**config.mk**
```make
export PLATFORM = sky130hd
export DESIGN_NAME = stream_header_extractor
export DESIGN_NICKNAME = d
export VERILOG_FILES = /design/src/rtl/stream_header_extractor_pkg.sv /design/src/rtl/stream_header_extractor_realigner.sv /design/src/rtl/stream_header_extractor.sv
export SDC_FILE = /design/constraint.sdc
export NUM_CORES = 1
export LEC_CHECK = 0
export ABC_AREA = 1
export BUFFER_PORTS_ARGS = -buffer_cell sky130_fd_sc_hd__buf_2
export CAP_MARGIN = 30
export CELL_PAD_IN_SITES_DETAIL_PLACEMENT = 1
export CELL_PAD_IN_SITES_GLOBAL_PLACEMENT = 2
export CORE_UTILIZATION = 30
export DETAILED_ROUTE_END_ITERATION = 8
export PLACE_DENSITY_LB_ADDON = 0.1
export SYNTH_ARGS = -nofsm -noshare
export SYNTH_HDL_FRONTEND = slang
export SYNTH_SLANG_ARGS = --single-unit
export TNS_END_PERCENT = 1
```
**constraint.sdc**
```tcl
create_clock -name clk -period 5.17 [get_ports clk]
set_clock_uncertainty 0.2 [all_clocks]
set_input_delay 0.7755 -clock clk [delete_from_list [all_inputs] [get_ports clk]]
set_output_delay 0.7755 -clock clk [all_outputs]
set_load 0.03 [all_outputs]
```
**src/rtl/stream_header_extractor_pkg.sv**
```systemverilog
// Shared types and geometry helpers for the stream header extractor.
package stream_pack;

  localparam int unsigned MAC_HEADER_BYTES = 12;

  typedef enum logic [2:0] {IDLE, HDR, BYP, PAY, FLUSH} state_t;

  function automatic int unsigned bytes_per_word(input int unsigned data_width);
    return data_width / 8;
  endfunction

  function automatic int unsigned header_words(input int unsigned header_bytes,
                                               input int unsigned data_width);
    return (header_bytes + bytes_per_word(data_width) - 1) / bytes_per_word(data_width);
  endfunction

  function automatic int unsigned header_offset(input int unsigned header_bytes,
                                                input int unsigned data_width);
    return header_bytes % bytes_per_word(data_width);
  endfunction

endpackage

```
**src/rtl/stream_header_extractor_realigner.sv**
```systemverilog
// Holds the trailing W-OFFSET bytes of the previous word and splices them in front
// of the leading OFFSET bytes of the current word; bytes past the valid count are zeroed.
module st_byte_realigner
  import stream_pack::*;
#(
  parameter int unsigned DATA_WIDTH = 32,
  parameter int unsigned OFFSET     = 2,
  parameter int unsigned EMPTY_W    = 2
) (
  input  logic                  clk,
  input  logic                  rst,
  input  logic [DATA_WIDTH-1:0] in_data,
  input  logic [EMPTY_W:0]      in_vbytes,
  input  logic                  load,
  output logic [DATA_WIDTH-1:0] join_data,
  output logic [EMPTY_W-1:0]    join_empty,
  output logic [DATA_WIDTH-1:0] flush_data,
  output logic [EMPTY_W-1:0]    flush_empty
);

  localparam int unsigned W = bytes_per_word(DATA_WIDTH);
  localparam int unsigned R = W - OFFSET;

  logic [R*8-1:0]     res_q, res_d;
  logic [EMPTY_W-1:0] fe_q, fe_d;

  always_comb begin
    res_d = res_q;
    fe_d  = fe_q;
    if (load) begin
      for (int unsigned b = 0; b < R; b++) begin
        res_d[(R-1-b)*8 +: 8] = (OFFSET + b < 32'(in_vbytes)) ? in_data[(R-1-b)*8 +: 8] : 8'h00;
      end
      // Empty count for a possible flush word carrying V-OFFSET residue bytes.
      fe_d = (32'(in_vbytes) > OFFSET) ? EMPTY_W'(W + OFFSET - 32'(in_vbytes)) : '0;
    end
  end

  always_comb begin
    join_data = '0;
    join_data[DATA_WIDTH-1 -: R*8] = res_q;
    for (int unsigned i = 0; i < OFFSET; i++) begin
      if (i < 32'(in_vbytes)) join_data[(OFFSET-1-i)*8 +: 8] = in_data[(W-1-i)*8 +: 8];
    end
  end

  assign join_empty  = (32'(in_vbytes) <= OFFSET) ? EMPTY_W'(OFFSET - 32'(in_vbytes)) : '0;
  assign flush_data  = {res_q, {(OFFSET*8){1'b0}}};
  assign flush_empty = fe_q;

  always_ff @(posedge clk) begin
    if (rst) begin
      res_q <= '0;
      fe_q  <= '0;
    end else begin
      res_q <= res_d;
      fe_q  <= fe_d;
    end
  end

endmodule

```
**src/rtl/stream_header_extractor.sv**
```systemverilog
// Strips a HEADER_BYTES header from each Avalon-ST packet, presents it in parallel,
// and re-emits the byte-aligned payload; supports bypass, short-packet drop and counting.
module stream_header_extractor
  import stream_pack::*;
#(
  parameter int unsigned DATA_WIDTH   = 32,
  parameter int unsigned HEADER_BYTES = MAC_HEADER_BYTES,
  parameter int unsigned EMPTY_W      = $clog2(DATA_WIDTH/8)
) (
  input  logic                      clk,
  input  logic                      rst,
  input  logic [DATA_WIDTH-1:0]     in_data,
  input  logic                      in_valid,
  input  logic                      in_sop,
  input  logic                      in_eop,
  input  logic [EMPTY_W-1:0]        in_empty,
  output logic                      in_ready,
  output logic [DATA_WIDTH-1:0]     out_data,
  output logic                      out_valid,
  output logic                      out_sop,
  output logic                      out_eop,
  output logic [EMPTY_W-1:0]        out_empty,
  input  logic                      out_ready,
  input  logic                      bypass,
  output logic [HEADER_BYTES*8-1:0] header_data,
  output logic                      header_valid,
  output logic                      short_error,
  output logic [15:0]               drop_count
);

  localparam int unsigned W       = bytes_per_word(DATA_WIDTH);
  localparam int unsigned HW      = header_words(HEADER_BYTES, DATA_WIDTH);
  localparam int unsigned O       = header_offset(HEADER_BYTES, DATA_WIDTH);
  localparam int unsigned HB_LAST = (O == 0) ? W : O;
  localparam int unsigned CNT_W   = $clog2(HW + 1);
  localparam int unsigned VB_W    = EMPTY_W + 1;

  state_t                    state_q, state_d, cur;
  logic [CNT_W-1:0]          cnt_q, cnt_d, ccnt;
  logic                      first_q, first_d;
  logic [DATA_WIDTH-1:0]     out_data_q, out_data_d;
  logic                      out_valid_q, out_valid_d;
  logic                      out_sop_q, out_sop_d;
  logic                      out_eop_q, out_eop_d;
  logic [EMPTY_W-1:0]        out_empty_q, out_empty_d;
  logic [HEADER_BYTES*8-1:0] hdr_q, hdr_d;
  logic                      hv_q, hv_d;
  logic                      se_q, se_d;
  logic [15:0]               drop_q, drop_d;

  logic                      adv, acc, cap;
  logic [VB_W-1:0]           vb;
  logic [DATA_WIDTH-1:0]     join_data, flush_data;
  logic [EMPTY_W-1:0]        join_empty, flush_empty;

  function automatic logic [DATA_WIDTH-1:0] keep_bytes(input logic [DATA_WIDTH-1:0] d,
                                                       input logic [VB_W-1:0] n);
    keep_bytes = '0;
    for (int unsigned b = 0; b < W; b++) begin
      if (b < 32'(n)) keep_bytes[(W-1-b)*8 +: 8] = d[(W-1-b)*8 +: 8];
    end
  endfunction

  assign adv      = !out_valid_q || out_ready;
  assign in_ready = adv && (state_q != FLUSH);
  assign acc      = in_valid && in_ready;
  assign vb       = in_eop ? (VB_W'(W) - {1'b0, in_empty}) : VB_W'(W);

  always_comb begin
    state_d     = state_q;
    cnt_d       = cnt_q;
    first_d     = first_q;
    out_data_d  = out_data_q;
    out_valid_d = out_valid_q;
    out_sop_d   = out_sop_q;
    out_eop_d   = out_eop_q;
    out_empty_d = out_empty_q;
    hdr_d       = hdr_q;
    hv_d        = 1'b0;
    se_d        = 1'b0;
    drop_d      = drop_q;
    cap         = 1'b0;
    cur         = state_q;
    ccnt        = cnt_q;

    // The sop word is handled by the HDR/BYP rules in the cycle it arrives.
    if (state_q == IDLE && acc && in_sop) begin
      cur  = bypass ? BYP : HDR;
      ccnt = '0;
    end
    if (adv) out_valid_d = 1'b0;

    case (cur)
      FLUSH: if (adv) begin
        out_valid_d = 1'b1;
        out_data_d  = flush_data;
        out_sop_d   = first_q;
        out_eop_d   = 1'b1;
        out_empty_d = flush_empty;
        first_d     = 1'b0;
        state_d     = IDLE;
      end
      BYP: if (acc) begin
        out_valid_d = 1'b1;
        out_data_d  = in_data;
        out_sop_d   = in_sop;
        out_eop_d   = in_eop;
        out_empty_d = in_empty;
        if (32'(ccnt) < HW) begin
          cap   = 1'b1;
          cnt_d = ccnt + 1'b1;
          if (ccnt == CNT_W'(HW - 1) && (!in_eop || 32'(vb) >= HB_LAST)) hv_d = 1'b1;
        end
        state_d = in_eop ? IDLE : BYP;
      end
      HDR: if (acc) begin
        cap     = 1'b1;
        cnt_d   = ccnt + 1'b1;
        state_d = HDR;
        if (ccnt == CNT_W'(HW - 1)) begin
          if (in_eop && 32'(vb) < HB_LAST) begin
            se_d    = 1'b1;
            drop_d  = drop_q + 16'd1;
            state_d = IDLE;
          end else begin
            hv_d    = 1'b1;
            first_d = 1'b1;
            if (!in_eop) begin
              state_d = PAY;
            end else if (32'(vb) == HB_LAST) begin
              drop_d  = drop_q + 16'd1;
              state_d = IDLE;
            end else begin
              state_d = FLUSH;
            end
          end
        end else if (in_eop) begin
          se_d    = 1'b1;
          drop_d  = drop_q + 16'd1;
          state_d = IDLE;
        end
      end
      PAY: if (acc) begin
        out_valid_d = 1'b1;
        out_sop_d   = first_q;
        first_d     = 1'b0;
        if (O == 0) begin
          out_data_d  = keep_bytes(in_data, vb);
          out_eop_d   = in_eop;
          out_empty_d = in_empty;
          if (in_eop) state_d = IDLE;
        end else begin
          out_data_d  = join_data;
          out_eop_d   = 1'b0;
          out_empty_d = '0;
          if (in_eop) begin
            if (32'(vb) <= O) begin
              out_eop_d   = 1'b1;
              out_empty_d = join_empty;
              state_d     = IDLE;
            end else begin
              state_d = FLUSH;
            end
          end
        end
      end
      default: ;
    endcase

    if (cap) begin
      for (int unsigned j = 0; j < HEADER_BYTES; j++) begin
        if (j / W == 32'(ccnt)) hdr_d[(HEADER_BYTES-1-j)*8 +: 8] = in_data[(W-1-(j%W))*8 +: 8];
      end
    end
  end

  if (O != 0) begin : g_realign
    logic load;
    assign load = acc && ((cur == PAY) || (cur == HDR && ccnt == CNT_W'(HW - 1)));
    st_byte_realigner #(
      .DATA_WIDTH(DATA_WIDTH),
      .OFFSET    (O),
      .EMPTY_W   (EMPTY_W)
    ) u_realign (
      .clk        (clk),
      .rst        (rst),
      .in_data    (in_data),
      .in_vbytes  (vb),
      .load       (load),
      .join_data  (join_data),
      .join_empty (join_empty),
      .flush_data (flush_data),
      .flush_empty(flush_empty)
    );
  end else begin : g_no_realign
    assign join_data   = '0;
    assign join_empty  = '0;
    assign flush_data  = '0;
    assign flush_empty = '0;
  end

  always_ff @(posedge clk) begin
    if (rst) begin
      state_q     <= IDLE;
      cnt_q       <= '0;
      first_q     <= 1'b0;
      out_data_q  <= '0;
      out_valid_q <= 1'b0;
      out_sop_q   <= 1'b0;
      out_eop_q   <= 1'b0;
      out_empty_q <= '0;
      hdr_q       <= '0;
      hv_q        <= 1'b0;
      se_q        <= 1'b0;
      drop_q      <= '0;
    end else begin
      state_q     <= state_d;
      cnt_q       <= cnt_d;
      first_q     <= first_d;
      out_data_q  <= out_data_d;
      out_valid_q <= out_valid_d;
      out_sop_q   <= out_sop_d;
      out_eop_q   <= out_eop_d;
      out_empty_q <= out_empty_d;
      hdr_q       <= hdr_d;
      hv_q        <= hv_d;
      se_q        <= se_d;
      drop_q      <= drop_d;
    end
  end

  assign out_data     = out_data_q;
  assign out_valid    = out_valid_q;
  assign out_sop      = out_sop_q;
  assign out_eop      = out_eop_q;
  assign out_empty    = out_empty_q;
  assign header_data  = hdr_q;
  assign header_valid = hv_q;
  assign short_error  = se_q;
  assign drop_count   = drop_q;

endmodule

```
==> summary.md, run 1 <==
| Metric | Value |
|---|---|
| Worst slew margin | 39.69% |
| Clk_lat worst skew | 0.43 ns |
| Clock sinks | 157 |
| Chip height | 155.9 um |
| Layout fillers | 2,961 |
| H-Tree Depth | 4 |
| Avg Cell Area, Syn | 6.984 sq um |
| Syn_nets | 1,064 |
| Clock Tree Buf Depth | 2 |
| CP Launch Type | flop |
| Clk pwr share | 26.2% |
| Remaining global-route overflow | 0 |
| Async SR Flop Fraction | 0% |
| Static Leak | 3.992 nW |
| Post-CTS setup buffer count | 0 |
| Minimum clock period | 3.298 ns |
| Clk slew on worst S/H paths | 0.07 ns |
| Drt total wl | 24,310 um |
| Worst endpoint required time | 5.30 ns |
| Routed vias/inst | 4.749 |
| Number of CTS-inserted buffers | 17 |
| Register area | 3143 sq um |
| Least-Margin Pin Slew | 0.9047 ns |
| IO Pins | 193 |
| Yosys top cell area share | 44.25% |
| Distinct cells, synth | 29 |
| Critical path class | reg2reg |
| Crit-path max FO | 101 |
| Final TNS setup | 0 ns |
| Final net count | 1,213 |
| DRT iter0 DRCs | 348 |
| Synth area leaders | dfxtp_1 44%, nand2_1 11%, a21oi_1 11% |
| Cell internal pwr | 2.541 mW |
| Status | finished, final reports clean |
| CTS Root Cell | clkbuf_16 |
| PostCTS Resize Cnt | 0 |
| F_max | 0.3032 GHz |
| DRC errors left | 0 |
| Final core utilization | 38.35% |
| Final setup violation count | 0 |
| ANT nets after route | 0 |
| Placeable Area | 22,920 sq um |
| Initial antenna violation count | 1 |
| Vias | 7,090 |
| Gr usage total | 20.32% |
| Synthesized flop and latch total | 157 |
| NetSw | 2.132 mW |
| Largest net degree at the start of global routing | 102 |
| Avg WL per Cell | 16.28 um |
| Initial Util | 31.00% |
| Synth Cell Area | 7103 sq um |
| I/O Buffers | 192 |
| Part of the power in registers | 33.4% |
| RSZ-0062 raised after global routing | no |
| Die width | 155.9 um |
| Sw Share | 45.62% |
| Most common cell in the netlist | nand2_1 |
| Max Slew Vio Count | 0 |
| Tot Pwr | 4.673 mW |
| Maxcap violations | 0 |
| Most frequent cells after synthesis | 208 x nand2_1, 157 x dfxtp_1, 153 x a21oi_1 |
| Number of synthesis warnings | 0 |
| Area Overhead vs Synth | 23.71% |
| Placed wire-length estimate | 16,740 um |
| Maximum resistive drop on vdd | 212.8 uV |
| # hold bufs at CTS | 0 |
| Number of global-route vias before repair | 6,767 |
| Share of cells above drive strength 1 | 21.63% |
| CTS tree | yes |
| Worst path arrival time | 3.42 ns |
| Rows | 55 |
| Primary FF master, synth | dfxtp_1 |
| Final period util | 63.80% |
| Post-synth EDFFs | 0 |
| Area of the multi-input gates | 3397 sq um |
| Die ar. | 24,300 sq um |
| Sequential fraction of the synthesis area | 44.25% |
| Worst hold path type | reg2reg |
| Final hold vios | 0 |
| Synthesized instance count | 1,017 |
| Worst Setup End Kind | flop |
| Comb pwr share | 40.5% |
| GPL Wtd Cong | 0.7733 |
| First-pass DRT Iterations | 4 |
| Cell accounting for the most synthesized area | dfxtp_1 |
| First-pass GRT wire length | 38,010 um |
| Pwr/cell area | 531.9 nW/um^2 |
[placed cells by master, fill, tap and decap left out, drive strengths merged, types with 2 or more instances in the layout]
| cell type | instances |
|---|---|
| a21oi | 153 |
| buf | 202 |
| clkbuf | 18 |
| clkinv | 3 |
| clkinvlp | 4 |
| dfxtp | 157 |
| ha | 6 |
| inv | 68 |
| nand2 | 212 |
| nand3 | 139 |
| nand4 | 17 |
| nor2 | 151 |
| nor3 | 3 |
| nor3b | 2 |
| o21ai | 28 |
| xnor2 | 3 |
| xor2 | 11 |
[final timing paths]
| check | startpoint | endpoint | slack [ns] | cells past startpoint |
|---|---|---|---|---|
| setup / recovery | state_q[1]$_SDFFE_PP0P_ | header_data[10]$_SDFFE_PP0P_ | 1.87 | 15 |
| hold / removal | first_q$_SDFFE_PP0P_ | first_q$_SDFFE_PP0P_ | 0.26 | 2 |
| setup reg to reg | state_q[1]$_SDFFE_PP0P_ | header_data[10]$_SDFFE_PP0P_ | 1.87 | 15 |
| hold reg to reg | first_q$_SDFFE_PP0P_ | first_q$_SDFFE_PP0P_ | 0.26 | 2 |
[power groups by stage]
stage               clock (mW)  sequential, mW  combinational (mW)
global route              1.31            1.59                2.08
global placement             0            1.59                1.89
floorplan                    0            1.97               0.999
CTS                       1.26            1.56                1.92
detailed placement           0            1.59                1.91
finish                    1.22            1.56                1.89
[per-layer routing]
metal | GRT usage (%) | vias up | part of all wire, %
met4 | 6.209 | 0 | 1.4
li1 | - | 3623 | -
met3 | 4.667 | 23 | 5.1
met1 | 26.84 | 3308 | 48
met2 | 32.76 | 136 | 46
met5 | 0 | - | 0
[through the flow]
step           worst slack (ns)  cells  area, sq um  hold WS, ns
2_1_floorplan             2.268   1017         7103       0.2253
5_1_grt                   1.581   1492         8785       0.2822
4_1_cts                   1.862   1492         8785       0.2561
3_3_place_gp              1.573   1459         8203       0.2392
6_report                  1.872   1493         8787       0.2583
3_5_place_dp              1.473   1460         8223       0.2437
[flip-flops by register name, indices dropped and copies added (netlist names)]
register	flops
cnt_q	2
drop_count	16
first_q	1
header_data	96
header_valid	1
out_data	32
out_empty	2
out_eop	1
out_sop	1
out_valid	1
short_error	1
state_q	3
[cells by family after synthesis]
kind of cell,count (synthesis),synth area share (%)
simple gates,525,31.81
compound gates,182,12.93
flops,157,44.25
buf+inv,133,8.226
xor+xnor,14,1.726
fa+ha+maj,6,1.057
[worst max-delay path: stages, from the launching register on]
cell and delay [ns]:
dfxtp_1 0.39, nor2_1 0.08, nand2_1 0.15, nand3_2 0.21, nor2_1 0.16, inv_1 0.07, nand2_1 0.12, inv_1 0.09
ha_1 0.20, nor2_1 0.10, nand3_1 0.19, nand2_8 0.49, buf_12 0.42, nand3_1 0.13, nand2_1 0.09, nor2_1 0.04
[final cells by class]
| type | count | share of cell area (%) |
|---|---|---|
| clock buffers | 18 | 4.998 |
| multi-input cells | 727 | 38.66 |
| well taps | 313 | 4.457 |
| inverters | 61 | 2.620 |
| flip-flops and latches | 157 | 35.77 |
| repair buffers | 202 | 12.07 |
| diodes | 1 | 0.02848 |
| clock inverters | 14 | 1.395 |
Note: power is estimated with default switching activity, not from simulation.
==> run 2: changes to the inputs <==
- CORE_UTILIZATION: 30 -> 28
- clock period: 5.17 -> 3.3 ns (I/O delays scaled with it)
==> run 2 against run 1 <==
Sequential share of layout area down 0.76 points. Total power grew 61%. Sequential power rose by 57%. Utilization decreased by 1.9 points. Largest power group unchanged. Final area rose by 2.2%.
==> summary.md, run 2 (synthesis results as in run 1) <==
| Metric | Value |
|---|---|
| Status | finished, final reports clean (unchanged) |
| # hold bufs at CTS | 0 (unchanged) |
| Vias | 7,161 (was 7,090) |
| I/O Buffers | 192 (unchanged) |
| PostCTS Resize Cnt | 0 (unchanged) |
| IO Pins | 193 (unchanged) |
| Clk_lat worst skew | 0.43 ns (about the same) |
| Least-Margin Pin Slew | 0.7520 ns (was 0.9047 ns) |
| Worst Setup End Kind | flop (unchanged) |
| Area Overhead vs Synth | 26.40% (was 23.71%) |
| Share of cells above drive strength 1 | 22.53% (was 21.63%) |
| Fin area | 8979 sq um (was 8787 sq um) |
| Sw Share | 44.85% (was 45.62%) |
| Rows | 57 (was 55) |
| Clock Tree Buf Depth | 2 (unchanged) |
| Critical path class | reg2reg (unchanged) |
| Number of diodes | 0 (was 1) |
| Final setup violation count | 0 (unchanged) |
| Die ar. | 26,010 sq um (was 24,300 sq um) |
| Most frequent cells in the layout | 208 x nand2_1, 192 x buf_2, 157 x dfxtp_1 (unchanged) |
| Slowest stage delay, CP | 0.38 ns (was 0.49 ns) |
| Placed wire-length estimate | 17,360 um (was 16,740 um) |
| CP Launch Type | flop (unchanged) |
| Largest register FFs | 96 (unchanged) |
| Largest net degree at the start of global routing | 65 (was 102) |
| Post-CTS setup buffer count | 0 (unchanged) |
| F_max | 0.3490 GHz (was 0.3032 GHz) |
| Remaining global-route overflow | 0 (unchanged) |
| Comb pwr share | 41.3% (was 40.5%) |
| Critical-path cell list | inv_2, nand2_1, nor2_2, inv_1, nor2_1, inv_1, nand2_1, inv_1, ha_1, nor2_1, nand3_1, nand2_8, buf_4, nand3_1, nand2_1, nor2_1 (was nor2_1, nand2_1, nand3_2, nor2_1, inv_1, nand2_1, inv_1, ha_1, nor2_1, nand3_1, nand2_8, buf_12, nand3_1, nand2_1, nor2_1) |
| Final TNS setup | 0 ns (unchanged) |
| Part of the power in registers | 32.5% (was 33.4%) |
| Clk slew on worst S/H paths | 0.07 ns (about the same) |
| Final hold vios | 0 (unchanged) |
| H-Tree Depth | 4 (unchanged) |
| Placeable Area | 24,600 sq um (was 22,920 sq um) |
| GPL Wtd Cong | 0.7735 (was 0.7733) |
| Initial Util | 28.87% (was 31.00%) |
| CTS Root Cell | clkbuf_16 (unchanged) |
| Routed vias/inst | 4.717 (was 4.749) |
| Slowest cell on crit path | dfxtp_1 (was nand2_8) |
| CP Launch Point | state_q[2]$_SDFFE_PP0P_ (was state_q[1]$_SDFFE_PP0P_) |
| ANT nets after route | 0 (unchanged) |
| Chip height | 161.3 um (was 155.9 um) |
| First-pass DRT Iterations | 6 (was 4) |
| Cell internal pwr | 4.154 mW (was 2.541 mW) |
| Layout fillers | 3,149 (was 2,961) |
| First-pass GRT wire length | 39,650 um (was 38,010 um) |
| DRC errors left | 0 (unchanged) |
| RR Startpoint | state_q[2]$_SDFFE_PP0P_ (was state_q[1]$_SDFFE_PP0P_) |
| Final period util | 86.82% (was 63.80%) |
| CTS tree | yes (unchanged) |
| Maximum resistive drop on vdd | 297.1 uV (was 212.8 uV) |
| Gr usage total | 19.42% (was 20.32%) |
| Drt total wl | 24,860 um (was 24,310 um) |
| CP top delay family | simple AND/OR/NAND/NOR gates (unchanged) |
| Clk pwr share | 26.2% (about the same) |
| Static Leak | 4.093 nW (was 3.992 nW) |
| Avg WL per Cell | 16.37 um (was 16.28 um) |
| Post-Place Cell Area | 8399 sq um (was 8223 sq um) |
| RSZ-0062 raised after global routing | no (unchanged) |
| Worst path arrival time | 3.00 ns (was 3.42 ns) |
| NetSw | 3.378 mW (was 2.132 mW) |
| Pwr/cell area | 838.9 nW/um^2 (was 531.9 nW/um^2) |
| Number of global-route vias before repair | 7,098 (was 6,767) |
| Minimum clock period | 2.865 ns (was 3.298 ns) |
| Maxcap violations | 0 (unchanged) |
| Final net count | 1,228 (was 1,213) |
| Worst slew margin | 49.53% (was 39.69%) |
| Worst hold path type | in2reg (was reg2reg) |
| Min-Delay Startpoint | in_data[20] (was first_q$_SDFFE_PP0P_) |
| Worst endpoint required time | 3.43 ns (was 5.30 ns) |
| Clock sinks | 157 (unchanged) |
| Crit-path max FO | 44 (was 101) |
| CP Buf/Inv Count | 5 (was 3) |
| Most common cell after layout, fill and taps aside | nand2_1 (unchanged) |
| Number of CTS-inserted buffers | 17 (unchanged) |
| DRT iter0 DRCs | 300 (was 348) |
| Initial antenna violation count | 0 (was 1) |
| Max Slew Vio Count | 0 (unchanged) |
| Die width | 161.3 um (was 155.9 um) |
[run 2: changes by cell type in the layout (fill, tap and decap cells not counted), sizes merged]
cell,change
bufinv,+1
inv,-2
clkinv,+2
buf,+15
diode,-1
clkinvlp,-1
[run 2: worst reg2reg max path: stages (launching register included)]
cell and delay, ns:
dfxtp_1 0.38, inv_2 0.15, nand2_1 0.08, nor2_2 0.14
inv_1 0.08, nor2_1 0.15, inv_1 0.08, nand2_1 0.12
inv_1 0.10, ha_1 0.20, nor2_1 0.10, nand3_1 0.18
nand2_8 0.32, buf_4 0.30, nand3_1 0.09, nand2_1 0.08
nor2_1 0.04
[run 2: worst paths after layout]
path,endpoint,slack [ns],cells after the start
worst min-delay path,out_data[20]$_SDFFE_PP0P_,0.14,3
worst max-delay path,header_data[44]$_SDFFE_PP0P_,0.43,16
worst max register to register,header_data[44]$_SDFFE_PP0P_,0.43,16
worst min register to register,first_q$_SDFFE_PP0P_,0.26,2
[run 2: metal layers]
| metal | vias up | share of wire (%) | GRT usage, % |
|---|---|---|---|
| met4 | 0 | 1.0 | 5.103 |
| met2 | 121 | 48 | 33.31 |
| met3 | 16 | 4.1 | 4.237 |
| li1 | 3656 | - | - |
| met1 | 3368 | 47 | 24.49 |
| met5 | - | 0 | 0 |
[run 2: cell type report]
type	count	area, sq um	area share (%)
Clock buffer	18	429.2	4.780
Clock inverter	14	150.1	1.672
Tap cell	324	405.4	4.515
Sequential cell	157	3143	35.01
Timing Repair Buffer	217	1224	13.63
Multi-Input combinational cell	727	3397	37.83
Inverter	61	230.2	2.564
[run 2: power groups by stage]
stage	Sequential [mW]	Clock (mW)	Combinational, mW
after floorplan	3.09	0	1.57
after global placement	2.49	0	3.13
after detailed placement	2.49	0	3.16
after CTS	2.45	2.04	3.16
after global routing	2.49	2.12	3.43
final	2.45	1.97	3.11
[run 2: stage by stage]
step	utilization [%]	hold WS [ns]	std cells	setup slack, ns	power, mW
floorplan	-	0.2253	1017	0.6784	4.657
global route	36.49	0.1491	1518	0.2182	8.035
detailed placement	34.14	0.2454	1486	0.3652	5.649
global placement	34.14	0.2445	1486	0.4196	5.615
CTS	36.49	0.1276	1518	0.4083	7.656
finish	36.49	0.1427	1518	0.4350	7.533
